`src/rtl/instr_fetch_ctrl_if.sv`:
```
// Fetch-side bus bundle: instruction memory read port, redirect/enable controls
// and the valid/ready instruction stream towards decode.
interface instr_fetch_ctrl_if;
  logic        fetch_en_i;
  logic [31:0] imem_addr_o;
  logic [31:0] imem_data_i;
  logic        redirect_i;
  logic [31:0] redirect_pc_i;
  logic [31:0] instr_o;
  logic [31:0] pc_o;
  logic        valid_o;
  logic        ready_i;

  // master: the fetch controller; slave: the memory/pipeline around it
  modport master (
    input  fetch_en_i, imem_data_i, redirect_i, redirect_pc_i, ready_i,
    output imem_addr_o, instr_o, pc_o, valid_o
  );

  modport slave (
    output fetch_en_i, imem_data_i, redirect_i, redirect_pc_i, ready_i,
    input  imem_addr_o, instr_o, pc_o, valid_o
  );
endinterface

```
`src/rtl/instr_fetch_ctrl.sv`:
```
// Fetch sequencer: walks the PC through a combinational instruction memory and
// queues {pc, instr} pairs for decode in a small FIFO, with redirect and enable gating.
module instr_fetch_ctrl #(
  parameter logic [31:0] RESET_PC = 32'h0000_0000,
  parameter int          DEPTH    = 2
) (
  input logic                clk_i,
  input logic                rst_i,
  instr_fetch_ctrl_if.master bus
);
  localparam int            AW   = (DEPTH > 1) ? $clog2(DEPTH) : 1;
  localparam int            CW   = $clog2(DEPTH + 1);
  localparam logic [CW-1:0] FULL = CW'(DEPTH);

  logic [31:0]   pc_reg, pc_next;
  logic [AW-1:0] rd_ptr_reg, rd_ptr_next;
  logic [AW-1:0] wr_ptr_reg, wr_ptr_next;
  logic [CW-1:0] count_reg, count_next;
  logic [31:0]   entry_pc_reg    [DEPTH];
  logic [31:0]   entry_instr_reg [DEPTH];
  logic          pop, push;

  // A redirect discards the head, so it suppresses both pop and push.
  assign bus.valid_o     = (count_reg != '0);
  assign pop             = bus.valid_o & bus.ready_i & ~bus.redirect_i;
  assign push            = bus.fetch_en_i & ~bus.redirect_i & ((count_reg < FULL) | pop);
  assign bus.imem_addr_o = pc_reg;
  assign bus.instr_o     = entry_instr_reg[rd_ptr_reg];
  assign bus.pc_o        = entry_pc_reg[rd_ptr_reg];

  always_comb begin
    pc_next     = pc_reg;
    rd_ptr_next = rd_ptr_reg;
    wr_ptr_next = wr_ptr_reg;
    count_next  = count_reg;
    if (bus.redirect_i) begin
      pc_next     = bus.redirect_pc_i & 32'hFFFF_FFFC;
      rd_ptr_next = '0;
      wr_ptr_next = '0;
      count_next  = '0;
    end else begin
      if (push) begin
        pc_next     = pc_reg + 32'd4;
        wr_ptr_next = wr_ptr_reg + AW'(1);
      end
      if (pop) begin
        rd_ptr_next = rd_ptr_reg + AW'(1);
      end
      if (push && !pop) begin
        count_next = count_reg + CW'(1);
      end else if (pop && !push) begin
        count_next = count_reg - CW'(1);
      end
    end
  end

  always_ff @(posedge clk_i) begin
    if (rst_i) begin
      pc_reg     <= RESET_PC;
      rd_ptr_reg <= '0;
      wr_ptr_reg <= '0;
      count_reg  <= '0;
    end else begin
      pc_reg     <= pc_next;
      rd_ptr_reg <= rd_ptr_next;
      wr_ptr_reg <= wr_ptr_next;
      count_reg  <= count_next;
    end
  end

  // Entries are cleared on reset so the head outputs never show X.
  generate
    for (genvar gi = 0; gi < DEPTH; gi++) begin : g_entry
      always_ff @(posedge clk_i) begin
        if (rst_i) begin
          entry_pc_reg[gi]    <= '0;
          entry_instr_reg[gi] <= '0;
        end else if (push && (wr_ptr_reg == AW'(gi))) begin
          entry_pc_reg[gi]    <= pc_reg;
          entry_instr_reg[gi] <= bus.imem_data_i;
        end
      end
    end
  endgenerate
endmodule

```
`src/flat_wrapper.sv`:
```
// flat-port wrapper written by rule: the top's interface ports become plain ports
module instr_fetch_ctrl_flat 
#(
  parameter logic [31:0] RESET_PC = 32'h0000_0000,
  parameter int          DEPTH    = 2
)
  (clk_i, rst_i, bus_fetch_en_i, bus_imem_data_i, bus_redirect_i, bus_redirect_pc_i, bus_ready_i, bus_imem_addr_o, bus_instr_o, bus_pc_o, bus_valid_o);
  instr_fetch_ctrl_if bus_i ();
  input logic clk_i;
  input logic rst_i;
  input wire logic [$bits(bus_i.fetch_en_i)-1:0] bus_fetch_en_i;
  input wire logic [$bits(bus_i.imem_data_i)-1:0] bus_imem_data_i;
  input wire logic [$bits(bus_i.redirect_i)-1:0] bus_redirect_i;
  input wire logic [$bits(bus_i.redirect_pc_i)-1:0] bus_redirect_pc_i;
  input wire logic [$bits(bus_i.ready_i)-1:0] bus_ready_i;
  output wire logic [$bits(bus_i.imem_addr_o)-1:0] bus_imem_addr_o;
  output wire logic [$bits(bus_i.instr_o)-1:0] bus_instr_o;
  output wire logic [$bits(bus_i.pc_o)-1:0] bus_pc_o;
  output wire logic [$bits(bus_i.valid_o)-1:0] bus_valid_o;
  assign bus_i.fetch_en_i = bus_fetch_en_i;
  assign bus_i.imem_data_i = bus_imem_data_i;
  assign bus_i.redirect_i = bus_redirect_i;
  assign bus_i.redirect_pc_i = bus_redirect_pc_i;
  assign bus_i.ready_i = bus_ready_i;
  assign bus_imem_addr_o = bus_i.imem_addr_o;
  assign bus_instr_o = bus_i.instr_o;
  assign bus_pc_o = bus_i.pc_o;
  assign bus_valid_o = bus_i.valid_o;
  instr_fetch_ctrl #(.RESET_PC(RESET_PC), .DEPTH(DEPTH)) u_core (.clk_i(clk_i), .rst_i(rst_i), .bus(bus_i));
endmodule
```
`config.mk`:
```
export PLATFORM = sky130hd
export DESIGN_NAME = instr_fetch_ctrl_flat
export DESIGN_NICKNAME = d
export VERILOG_FILES = /design/src/rtl/instr_fetch_ctrl_if.sv /design/src/rtl/instr_fetch_ctrl.sv /design/src/flat_wrapper.sv
export SDC_FILE = /design/constraint.sdc
export NUM_CORES = 1
export LEC_CHECK = 0
export BUFFER_PORTS_ARGS = -buffer_cell sky130_fd_sc_hd__buf_2
export CORE_UTILIZATION = 45
export CTS_BUF_LIST = sky130_fd_sc_hd__clkbuf_4 sky130_fd_sc_hd__clkbuf_8
export DETAILED_ROUTE_END_ITERATION = 16
export MAX_ROUTING_LAYER = met4
export PLACE_DENSITY_LB_ADDON = 0.3
export SETUP_SLACK_MARGIN = 0.3
export SYNTH_ARGS = -nofsm -noshare
export SYNTH_HDL_FRONTEND = slang
export SYNTH_SLANG_ARGS = --single-unit
```
`constraint.sdc`:
```
create_clock -name clk_i -period 5.8 [get_ports clk_i]
set_clock_uncertainty 0.2 [all_clocks]
set_input_delay 1.16 -clock clk_i [delete_from_list [all_inputs] [get_ports clk_i]]
set_output_delay 1.16 -clock clk_i [all_outputs]
set_load 0.005 [all_outputs]
```
# Yosys cells after proc, flatten, opt, wreduce, memory -nomap -nowiden
# Memory sizes are Yosys's and may differ from the RTL's. A register that Yosys moved wholly into a read port is not among the register bits.
# Index checks and enable logic that the tools add are counted.
[totals] regBits=36 ramBits=128 input_bits=69 output_inout_bits=97 elab_cells=54 n_memories=2
[memory_table] name="u_core.entry_instr_reg" words=2 width=32 rd=1 rd_ports_with_merged_regs=1 write_ports=2 line_no="instr_fetch_ctrl.sv:20" text="logic [31:0] entry_instr_reg [DEPTH];"
[memory_table] name="u_core.entry_pc_reg" words=2 width=32 rd=1 rd_ports_with_merged_regs=1 write_ports=2 line_no="instr_fetch_ctrl.sv:19" text="logic [31:0] entry_pc_reg [DEPTH];"
[classes] addsub=5 order_cmp=1 n_mux=20 n_bitwise=11 reduce_logical=10
[ops] op="$mux 32" n=6
[ops] op="$add 32x3->32 const B" n=1
[ops] op="$mux 1" n=12
[ops] op="$reduce_bool 2->1" n=3
[ops] op="$or 1x1->1" n=5
[ops] op="$and 1x1->1" n=4
[ops] op="$logic_and 1x1->1" n=4
[ops] op="$mux 2" n=2
[ops] op="$add 1x1->1 const B" n=2
[ops] op="$add 2x1->2 const B" n=1
[ops] op="$logic_not 1->1" n=2
[ops] op="$lt 2x2->1 const B" n=1
[ops] op="$not 1->1" n=2
[ops] op="$reduce_or 2->1" n=1
[ops] op="$sub 2x1->2 const B" n=1

# Logic depth before layout (Yosys ltp)
[logic_depth] ltp_word=10 depth_mapped=8

# Worst setup path before layout
# OpenSTA, ideal clock, no wires.
[synth_path] kind="input-to-reg" start="input bus_ready_i" end="memory u_core.entry_instr_reg[0][0], enable pin" setup_time_ps=419 arrival_ps=3029 required_time_ps=5181 slack_ps=2152 stages=5 cell_sequence="nand2b_1 buf_4 nand2_1 nor2_1 a21o_1"
[synth_rtl] element="start: declaration" line_no="flat_wrapper.sv:15" text="input wire logic [$bits(bus_i.ready_i)-1:0] bus_ready_i;"
[synth_rtl] element="end: declaration" line_no="instr_fetch_ctrl.sv:20"

==> flow_metrics.py <==
metrics = {
    "setup_path": {
        "crit_required_ps": 4440,
        "crit_path_cell_trace": "buf_4 > mux2_2 > buf_2",
        "cp_top_family": "flip-flops",
        "path_class": "flop to output port",
        "max_stage_delay_ps": 930,
        "crit_path_start_kind": "flop",
        "crit_buf_inv": 2,
        "slowest_stage": "dfxtp_2",
        "crit_arrival_ps": 2460,
        "r2r_setup_slack_ps": 2780,
        "path_max_fanout": 35,
        "cp-end-kind": "output port",
    },
    "floorplanning": {
        "core_sq_um": 15900,
        "dieArea_sq_um": 16900,
        "rows": 46,
        "dieWidth_um": 130,
        "ios": 166,
        "initial_core_util_pct": 46.1,
        "fp.dieH_um": 130,
    },
    "sta": {
        "min_period_ps": 3820,
        "setup_viol": 0,
        "worstMarginPinSlew_ps": 908,
        "slew_headroom_pct": 39.5,
        "fin_ws_ps": 1980,
        "hold_viol_final": 0,
        "slew_violations": 0,
        "final.period_utilization_pct": 65.8,
        "tns_ps": 0,
        "rsz0062_at_grt": "false",
        "max_freq_mhz": 262,
    },
    "run": {
        "cap_viol_max_count": 0,
    },
    "synth": {
        "synth_top_flop_cell": "edfxtp_1",
        "synth_cell_types": 46,
        "ys_seq_area_share_pct": 60.2,
        "synth-seq-cells": 159,
        "synth_edf_count": 124,
        "ys_warn_count": 0,
        "postSynthCellCount": 588,
        "async_reset_ff_share_pct": 0,
        "syn-cell-area_sq_um": 7350,
        "syn_area_per_cell_sq_um": 12.5,
    },
    "layout": {
        "synthToLayoutAreaGrowth_pct": 18.2,
        "fin_nets": 804,
        "antenna_cells": 0,
        "seq_area_sq_um": 4430,
        "nFillCells": 1403,
        "drive_above_1_share_pct": 37.3,
        "largest_reg_flops": 64,
        "final_common_cell": "buf_2",
        "multiInputGateArea_sq_um": 2720,
        "mostFrequentLayoutCells": "159 x buf_2, 124 x edfxtp_1, 119 x and2_1, 63 x mux2_2, 34 x dfxtp_1",
    },
    "global_route": {
        "grt_antenna_before_repair": 0,
        "overflow": 0,
        "grt.total_usage_pct": 20.2,
        "grt_pass1_wl_um": 24600,
        "grt_pass1_vias": 4904,
        "grt_max_degree": 54,
    },
    "cts": {
        "cts.path.max_buffers": 2,
        "clkSlewWorstSetupHoldPaths_ps": 80,
        "cts_tree": "done",
        "clock-sinks": 159,
        "ctsHtreeMaxLevel": 4,
        "cts_post_setup_buffers_inserted": 0,
        "cts-root-buf": "clkbuf_8",
        "postCtsHoldBufs": 0,
        "cts_buffers": 17,
        "clk_latency_ps": 450,
        "post_cts_resized": 0,
    },
    "drt": {
        "vias": 4950,
        "wl_per_cell_um": 16.8,
        "wirelength_um": 16100,
        "post-route-drc-count": 0,
        "vias_per_cell": 5.15,
        "antenna_left": 0,
        "drtIter0Drc": 257,
        "drt_first_pass_iters": 4,
    },
    "placement": {
        "pre_cts_ws_ps": 1760,
        "hpwl_um": 10700,
        "portBuffers": 159,
        "gp_congestion": 0.863,
    },
    "pwr": {
        "ir_drop_mv": 0.139,
        "leakagePower_nw": 3.47,
        "powerDensity_nw_per_um2": 272,
    },
    "status": {
        "status": "completed",
    },
    "worst_hold_path": {
        "hold_class": "flop to flop",
    },
}
## power breakdown
| group | switching [W] | internal [W] | leakage, nW |
|---|---|---|---|
| logic | 0.000111 | 0.0000993 | 1.68 |
| registers | 0.0000410 | 0.00129 | 1.59 |
| clock network | 0.000390 | 0.000434 | 0.198 |
## cell usage after synthesis (6+ instances only)
cell type | count | area share [%]
xnor2_1 | 23 | 2.7
a211oi_1 | 16 | 1.6
clkbuf_1 | 24 | 1.2
nor2_1 | 29 | 1.5
and2_1 | 119 | 10
nor4_1 | 15 | 1.3
inv_1 | 9 | 0.46
a21oi_1 | 9 | 0.61
nand3_1 | 11 | 0.75
dfxtp_1 | 35 | 9.5
nand4_1 | 9 | 0.77
nand2_1 | 27 | 1.4
nor3_1 | 10 | 0.68
buf_2 | 6 | 0.41
mux2_2 | 63 | 9.6
edfxtp_1 | 124 | 51
## final cells by class
class | instances | share of cell area [%]
clock buffers | 20 | 2.95
clock inverters | 12 | 1.66
inverters | 10 | 0.432
multi-input cells | 380 | 31.3
flip-flops and latches | 159 | 50.9
well taps | 216 | 3.11
repair buffers | 165 | 9.67
## metrics by stage
stage	area (sq um)	hold WS, ps	cells	utilization, %	total power (W)
2_1_floorplan	7360	267	591	-	0.00146
3_3_place_gp	8290	284	930	52.0	0.00156
3_5_place_dp	8290	304	930	52.0	0.00157
4_1_cts	8690	324	962	54.5	0.00238
5_1_grt	8690	373	962	54.5	0.00245
6_report	8690	322	962	54.5	0.00236
## path summary, 6_finish.rpt
| kind | from | end | cells past startpoint |
|---|---|---|---|
| min reg2reg | u_core.rd_ptr_reg$_SDFFE_PP0P_ | flop | 2 |
| max reg2reg | u_core.count_reg[1]$_SDFFE_PP0P_ | u_core.entry_pc_reg[0][6]$_SDFFCE_PN0P_ | 5 |
| max | flop | bus_pc_o[16] | 3 |
| min | u_core.rd_ptr_reg$_SDFFE_PP0P_ | flop | 2 |
## layer usage
layer | global-route usage (%) | wire [um]
met1 | 24.2 | 7200
met2 | 33.6 | 7950
met3 | 3.94 | 791
met4 | 7.52 | 210
met5 | - | 0
## worst reg2reg max path, cell delays in order (launching register included)
cell and delay [ps]:
dfxtp_1 340, nand2b_1 290, nand2_1 440, nor2_1 310, a21o_2 430, buf_4 630
## kinds of logic after synthesis
kind of cell	synth area share (%)
AO/OA/AOI/OAI	3.81
XOR/XNOR	3.10
adder cells (fa/ha/maj)	0.340
buffers and inverters	3.20
flip-flops	60.2
multiplexers	9.65
other	0.0510
AND/OR/NAND/NOR	19.7
Note: power is estimated with default switching activity, not from simulation.
